[config.mk]
export PLATFORM = sky130hd
export DESIGN_NAME = ex_mem_stage
export DESIGN_NICKNAME = d
export VERILOG_FILES = /design/src/rtl/ex_mem_stage.sv
export SDC_FILE = /design/constraint.sdc
export NUM_CORES = 1
export LEC_CHECK = 0
export BUFFER_PORTS_ARGS = -buffer_cell sky130_fd_sc_hd__buf_2
export CORE_UTILIZATION = 51
export CTS_CLUSTER_SIZE = 16
export DETAILED_ROUTE_END_ITERATION = 10
export PLACE_DENSITY = 0.74
export SLEW_MARGIN = 30
export SYNTH_ARGS = -nofsm -noshare
export SYNTH_HDL_FRONTEND = slang
export SYNTH_SLANG_ARGS = --single-unit
[constraint.sdc]
create_clock -name CLOCK -period 2.2 [get_ports CLOCK]
set_clock_uncertainty 0.15 [all_clocks]
set_input_delay 0.22 -clock CLOCK [delete_from_list [all_inputs] [get_ports CLOCK]]
set_output_delay 0.22 -clock CLOCK [all_outputs]
set_load 0.05 [all_outputs]
[src/rtl/ex_mem_stage.sv]
// Execute stage and EX/MEM pipeline register: ALU, destination select, BEQ decision.
// Define EX_MULT_EN to include the iterative shift-add multiplier (ALUCtrl 11) and its stall FSM.
module ex_mem_stage #(
  parameter int DATA_W    = 32,
  parameter int MUL_CNT_W = 5
) (
  input  logic              CLOCK,
  input  logic              RESET_N,
  input  logic              Valid_In,
  input  logic              Flush_In,
  input  logic              RegWriteEN_In,
  input  logic              Mem2RegSEL_In,
  input  logic              MemWriteEN_In,
  input  logic              Branch_In,
  input  logic [3:0]        ALUCtrl_In,
  input  logic              ALUSrc_In,
  input  logic              RegDstSEL_In,
  input  logic [DATA_W-1:0] RegData1_In,
  input  logic [DATA_W-1:0] RegData2_In,
  input  logic [4:0]        RTAddr_In,
  input  logic [4:0]        RDAddr_In,
  input  logic [4:0]        Shamt_In,
  input  logic [DATA_W-1:0] ImmSignExt_In,
  input  logic [DATA_W-1:0] ImmZeroExt_In,
  output logic              Stall_Out,
  output logic              Valid_Out,
  output logic              RegWriteEN_Out,
  output logic              Mem2RegSEL_Out,
  output logic              MemWriteEN_Out,
  output logic              BranchTaken_Out,
  output logic [DATA_W-1:0] ALUResult_Out,
  output logic [DATA_W-1:0] StoreData_Out,
  output logic [4:0]        DstAddr_Out
);

  localparam logic [3:0] OP_ADD = 4'd0,  OP_SUB = 4'd1,  OP_AND = 4'd2,  OP_OR   = 4'd3;
  localparam logic [3:0] OP_XOR = 4'd4,  OP_NOR = 4'd5,  OP_SLT = 4'd6,  OP_SLL  = 4'd7;
  localparam logic [3:0] OP_SRL = 4'd8,  OP_SRA = 4'd9,  OP_LUI = 4'd10, OP_MULT = 4'd11;

  // The multiplier runs one iteration per operand bit, counted by a MUL_CNT_W-bit counter.
  if ((1 << MUL_CNT_W) != DATA_W) begin : g_bad_cfg
    $error("ex_mem_stage: 2**MUL_CNT_W must equal DATA_W");
  end

  logic              is_logic_op;
  logic [DATA_W-1:0] op_b;
  logic [DATA_W-1:0] alu_result;
  logic [DATA_W-1:0] ex_result;
  logic              ex_fire;

  // Logical immediates (ANDI/ORI/XORI) take the zero-extended form.
  assign is_logic_op = (ALUCtrl_In == OP_AND) || (ALUCtrl_In == OP_OR) || (ALUCtrl_In == OP_XOR);
  assign op_b = ALUSrc_In ? (is_logic_op ? ImmZeroExt_In : ImmSignExt_In) : RegData2_In;

  always_comb begin
    // NOTE: default assignment first so every path drives the result and no latch is inferred.
    alu_result = '0;
    case (ALUCtrl_In)
      OP_ADD: alu_result = RegData1_In + op_b;
      OP_SUB: alu_result = RegData1_In - op_b;
      OP_AND: alu_result = RegData1_In & op_b;
      OP_OR:  alu_result = RegData1_In | op_b;
      OP_XOR: alu_result = RegData1_In ^ op_b;
      OP_NOR: alu_result = ~(RegData1_In | op_b);
      OP_SLT: alu_result = {{(DATA_W-1){1'b0}}, ($signed(RegData1_In) < $signed(op_b))};
      OP_SLL: alu_result = RegData2_In << Shamt_In;
      OP_SRL: alu_result = RegData2_In >> Shamt_In;
      OP_SRA: alu_result = $signed(RegData2_In) >>> Shamt_In;
      OP_LUI: alu_result = {op_b[15:0], {(DATA_W-16){1'b0}}};
      default: alu_result = '0;
    endcase
  end

`ifdef EX_MULT_EN
  localparam logic [1:0] S_IDLE = 2'd0, S_BUSY = 2'd1, S_DONE = 2'd2;

  logic [1:0]           state;
  logic [DATA_W-1:0]    mul_a, mul_b, mul_acc;
  logic [MUL_CNT_W-1:0] mul_cnt;
  logic                 is_mult, mul_start;

  assign is_mult   = (ALUCtrl_In == OP_MULT);
  assign mul_start = RESET_N && (state == S_IDLE) && Valid_In && is_mult && !Flush_In;
  assign Stall_Out = RESET_N && !Flush_In && (mul_start || (state == S_BUSY));

  always_ff @(posedge CLOCK or negedge RESET_N) begin
    if (!RESET_N) begin
      state   <= S_IDLE;
      mul_a   <= '0;
      mul_b   <= '0;
      mul_acc <= '0;
      mul_cnt <= '0;
    end else if (Flush_In) begin
      state <= S_IDLE;
    end else begin
      case (state)
        S_IDLE: if (mul_start) begin
          mul_a   <= RegData1_In;
          mul_b   <= op_b;
          mul_acc <= '0;
          mul_cnt <= '0;
          state   <= S_BUSY;
        end
        S_BUSY: begin
          if (mul_b[0]) mul_acc <= mul_acc + mul_a;
          mul_a   <= mul_a << 1;
          mul_b   <= mul_b >> 1;
          mul_cnt <= mul_cnt + 1'b1;
          if (mul_cnt == MUL_CNT_W'(DATA_W - 1)) state <= S_DONE;
        end
        S_DONE:  state <= S_IDLE;
        default: state <= S_IDLE;
      endcase
    end
  end

  // In DONE the ID/EX register still holds the MULT's controls, so they retire with the product.
  assign ex_fire   = Valid_In && !Flush_In &&
                     (((state == S_IDLE) && !is_mult) || (state == S_DONE));
  assign ex_result = (state == S_DONE) ? mul_acc : alu_result;
`else
  assign Stall_Out = 1'b0;
  assign ex_fire   = Valid_In && !Flush_In;
  assign ex_result = alu_result;
`endif

  always_ff @(posedge CLOCK or negedge RESET_N) begin
    if (!RESET_N) begin
      Valid_Out       <= 1'b0;
      RegWriteEN_Out  <= 1'b0;
      Mem2RegSEL_Out  <= 1'b0;
      MemWriteEN_Out  <= 1'b0;
      BranchTaken_Out <= 1'b0;
      ALUResult_Out   <= '0;
      StoreData_Out   <= '0;
      DstAddr_Out     <= '0;
    end else begin
      // NOTE: non-blocking assignments so every register samples pre-edge values.
      Valid_Out       <= ex_fire;
      RegWriteEN_Out  <= ex_fire && RegWriteEN_In;
      MemWriteEN_Out  <= ex_fire && MemWriteEN_In;
      BranchTaken_Out <= ex_fire && Branch_In && (RegData1_In == RegData2_In);
      // Bubbles leave the data fields untouched to save toggling.
      if (ex_fire) begin
        Mem2RegSEL_Out <= Mem2RegSEL_In;
        ALUResult_Out  <= ex_result;
        StoreData_Out  <= RegData2_In;
        DstAddr_Out    <= RegDstSEL_In ? RDAddr_In : RTAddr_In;
      end
    end
  end

endmodule
Word-level counts from Yosys, hierarchy flattened
Cells that the tools add are included.
- reductions and logical operators: 9
- multiplexer cells: 4
- bitwise logic cells: 4
- order comparisons: 1
- shift operators: 3
- equal/unequal tests: 11
- $add $sub $neg: 2
- operators with widths (cell ; count):
    32-bit case mux with 11 select lines ; 1
    32-bit 2-to-1 mux ; 2
    32-bit adder ; 1
    32-bit AND ; 1
    32-bit equality test ; 1
    32-bit < comparator ; 1
    32-bit NOT ; 1
    32-bit bitwise OR ; 1
    32-bit by 5-bit << shifter with 32-bit output ; 1
    32-bit by 5-bit right shift with 32-bit output ; 1
    32-bit by 5-bit >>> shifter with 32-bit output ; 1
    32-bit subtractor ; 1
    32-bit XOR ; 1
    4-bit by 3-bit equality test with 1-bit output, second input constant ; 4
    4-bit equality test, second input constant ; 3
    4-bit by 2-bit equality test with 1-bit output, second input constant ; 2
    1-bit logical AND ; 5
    5-bit 2-to-1 mux ; 1
    4-bit by 1-bit equality test with 1-bit output, second input constant ; 1
    4-bit logical NOT ; 1
    1-bit logical OR ; 2
    1-bit logical NOT ; 1
- output and inout port bits: 75
- input port bits: 157
- word-level logic and storage cells: 42
- register bits after elaboration: 74

Depth between registers and ports, before layout
- depth after elaboration: 8
- mapped depth: 20
- depth with buffers taken out: 16

Worst setup path after synthesis
Ideal clock, no wire load.
- path type: input port to flip-flop
- start: input ALUCtrl_In[1]
- end: register ALUResult_Out[25]
- setup time: 0.126 ns
- required time: 1.924 ns
- buffers on the path: 4
- stages on the path: 19
- path slack: -1.998 ns
- arrival: 3.923 ns
- path through: buf_6 or4b_4 o21a_1 buf_6 buf_2 mux2i_1 a21oi_1 inv_1 ha_1 clkbuf_1 nor2_1 o311ai_0 a31oi_1 a221oi_1 o221ai_1 o21ai_1 o21ai_0 xnor2_1 a221o_1
- word-level cells in the longest chain between the ends: 8
- RTL lines (what ; line ; RTL):
    from (decl) ; 15 ; input logic [3:0] ALUCtrl_In,
    branches (longest 7 deep; another with 32-bit subtractor) ; n/a ;
    32-bit case mux with 11 select lines (*) ; 58 ; case (ALUCtrl_In)
    to (signal assigned) ; 146 ; ALUResult_Out <= ex_result;
    to (decl) ; 31 ; output logic [DATA_W-1:0] ALUResult_Out,
Mark *: on every way between the ends.
A chain may end at the register's enable or synchronous reset.

Worst setup path after layout
- start: input ALUCtrl_In[0]
- end: register ALUResult_Out[30]
The elaborated chain is that of the path after synthesis.

==> results.md <==
- Number of synthesized flops with an enable pin: 0
- Element type at the critical path end: register
- Most common cell after layout, fill and taps aside: buf_4
- GRT Util Overall: 52.4%
- Cell variety after synth: 80
- Worst-path clk slew: 0.08 ns
- Mapped Cells: 1,774
- Hold WC Path Type: input port to register
- Total die area: 25,900 sq um
- Final instance area: 20,100 sq um
- RR Startpoint: ALUResult_Out[30]
- Die width: 161 um
- Peak supply drop: 0.440 mV
- Data required, critical path: 2.31 ns
- Design Power: 9.78 mW
- Nets@finish: 2,722
- CP endpoint: ALUResult_Out[30]
- Placed cell count: 2,734
- CTS Root Cell: clkbuf_16
- Top-level port count: 232
- Layout cells sized above 1: 44.8%
- Via density: 6.64
- Power per Cell Area: 485 nW/um^2
- Fin util: 82.1%
- Core area: 24,500 sq um
- Largest net degree at the start of global routing: 43
- FF-to-FF End: ALUResult_Out[30]
- Post-synth net total: 2,034
- Status: finished with violations
- Main synth FF type: dfrtp_1
- RSZ-0062 raised after global routing: true
- Total CTS buffers: 9
- Failing checks: negative setup slack
- Initial Util: 52.6%
- Total gr overflow: 0
- WL per Instance: 25.5 um
- Period utilization: 181%
- Initial antenna violation count: 2
- Measured slew at the worst slew-check pin: 0.741 ns
- Worst setup margin: -1.78 ns
- Max_slew headroom: 50.2%
- Placed cell area: 18,300 sq um
- Vias: 18,500
- H-Tree Level Count: 3
- Most frequent cells in the layout: buf_4 (577), buf_2 (226), nand2_1 (221)
- Clk_lat worst skew: 0.37 ns
- Clk sinks: 74
- CP Launch Type: input port
- Asr flop ratio synth: 100%
- Max-Cap Viols: 0
- Gpl congestion: 1.12
- Mean Syn Cell Area: 7.27 sq um
- CTS tree: done
- CP max FO: 6
- Final hold vios: 0
- Slew Limit Fails: 0
- Final setup vio count: 33
- Area delta synth->final: 56.2%
- Cell area after synthesis: 12,900 sq um
- HPWL Detailed: 54,000 um
- Max Freq: 251 MHz
- Rows: 57
- Seq/Total Area, Yosys: 14.4%
- Flops & latches, synth: 74
- Min Hold Slack: 0.00636 ns
- Setup WS pre-CTS: -2.14 ns
- Die height: 161 um
- Pleak: 9.78 nW
- First-pass GRT wire length: 103,000 um
- CTS max path bufs: 2
- Iteration count of the initial detailed-routing pass: 8
- Drt total wl: 71,200 um
- CP startpoint: ALUCtrl_In[0]
- # DRC: 0
- Fin cells: 2,792
- Count of input and output buffers: 230
- Setup TNS: -48.03 ns
- Vias in the first global route: 17,800
- Fillers: 1,616
- R2R Setup Slk: -0.07 ns
- Crit path DAT: 4.08 ns
- YS warnings: 0
- Initial drt markers: 2,922
- WS Path Type: input port to register
- Tmin final: 3.98 ns
- Post-DRT Antenna Nets: 0
- R2R cell count: 7
[state kept, by name, indices dropped and copies added (netlist names)]
register         flops
RegWriteEN_Out       1
MemWriteEN_Out       1
BranchTaken_Out      1
Mem2RegSEL_Out       1
Valid_Out            1
ALUResult_Out       32
StoreData_Out       32
DstAddr_Out          5
[area by class of cell]
type / instances / area (sq um) / share of cell area (%)
antenna: 1 / 2.50 / 0.0124
tap: 324 / 405 / 2.01
timing repair buffer: 844 / 6030 / 29.9
clock buffer: 9 / 225 / 1.12
multi-input combinational: 1435 / 11200 / 55.5
sequential: 74 / 1850 / 9.19
clock inverter: 7 / 82.6 / 0.410
inverter: 98 / 370 / 1.84
[cells in the mapped netlist, types with 14 or more instances]
master	number	area [sq um]
nand2_1	223	837
nor2_1	189	709
a21oi_1	160	801
clkbuf_1	113	424
ha_1	101	1260
o21ai_0	100	500
inv_1	97	364
mux2i_1	93	931
dfrtp_1	74	1850
mux4_2	37	833
nor3_1	36	180
a211oi_1	35	263
buf_2	29	145
o211ai_1	28	210
nand3_1	26	130
xor2_1	26	228
a31oi_1	20	125
a221oi_1	19	166
nor2b_1	18	113
xnor2_1	18	158
a22oi_1	17	128
mux2_2	17	191
a221o_1	16	160
nand2b_1	15	93.8
o31ai_1	15	113
and2_1	14	87.6
buf_1	14	52.6
nor4_1	14	87.6
o2111ai_1	14	123
[worst min path at each step]
stage	start	endpoint	depth (start not counted)
after global routing	RegData2_In[26]	StoreData_Out[26]	3
after global placement	RESET_N	StoreData_Out[20]	1
after CTS	RTAddr_In[4]	DstAddr_Out[4]	3
after detailed placement	RESET_N	StoreData_Out[20]	1
after floorplan	RESET_N	ALUResult_Out[0]	0
final	RDAddr_In[1]	DstAddr_Out[1]	3
[per-layer routing]
layer | track usage, % | routed length [um] | up-vias
met3 | 11.2 | 9080 | 502
met1 | 63.0 | 24600 | 8471
met4 | 45.3 | 7600 | 0
met2 | 79.7 | 29900 | 1751
met5 | 0 | 0 | -
li1 | - | - | 7816
[cells by family after synthesis]
| family | share of synthesized area (%) |
|---|---|
| AOI/OAI and AO/OA | 28.6 |
| xor gates and xnor gates | 2.99 |
| adders and majority gates | 10.1 |
| buffers and inverters | 8.40 |
| DFF | 14.4 |
| muxes | 15.2 |
| other | 0.0291 |
| and+or+nand+nor | 20.4 |
[critical path, stage by stage]
cell and delay [ns]:
buf_8 0.10, or4b_4 0.57, o21a_4 0.20, buf_12 0.17, buf_4 0.15, mux2i_1 0.13, a21oi_2 0.16, inv_1 0.11
ha_4 0.31, inv_1 0.08, buf_4 0.14, a21oi_1 0.31, nand3_2 0.17, a31oi_4 0.21, o211ai_1 0.12, buf_4 0.18
a221oi_4 0.25, o31a_1 0.28, o21a_1 0.16, a31oi_1 0.07
[power breakdown]
| part | total, mW | switching (mW) | internal (mW) |
|---|---|---|---|
| clock network | 1.77 | 0.860 | 0.906 |
| logic | 6.36 | 3.71 | 2.65 |
| registers | 1.66 | 0.119 | 1.54 |
| total | 9.78 | 4.69 | 5.09 |
[repair_timing]
| item | 4_1_cts | 5_1_grt |
|---|---|---|
| gates cloned | 1 | 0 |
| setup endpoints to repair | 32 | 33 |
| pin swaps | 83 | 70 |
| resized for setup | 162 | 79 |
| endpoints found under the hold margin | 36 | 0 |
| hold buffers | 5 | 0 |
| buffers inserted | 23 | 15 |
Note: power is estimated with default switching activity, not from simulation.
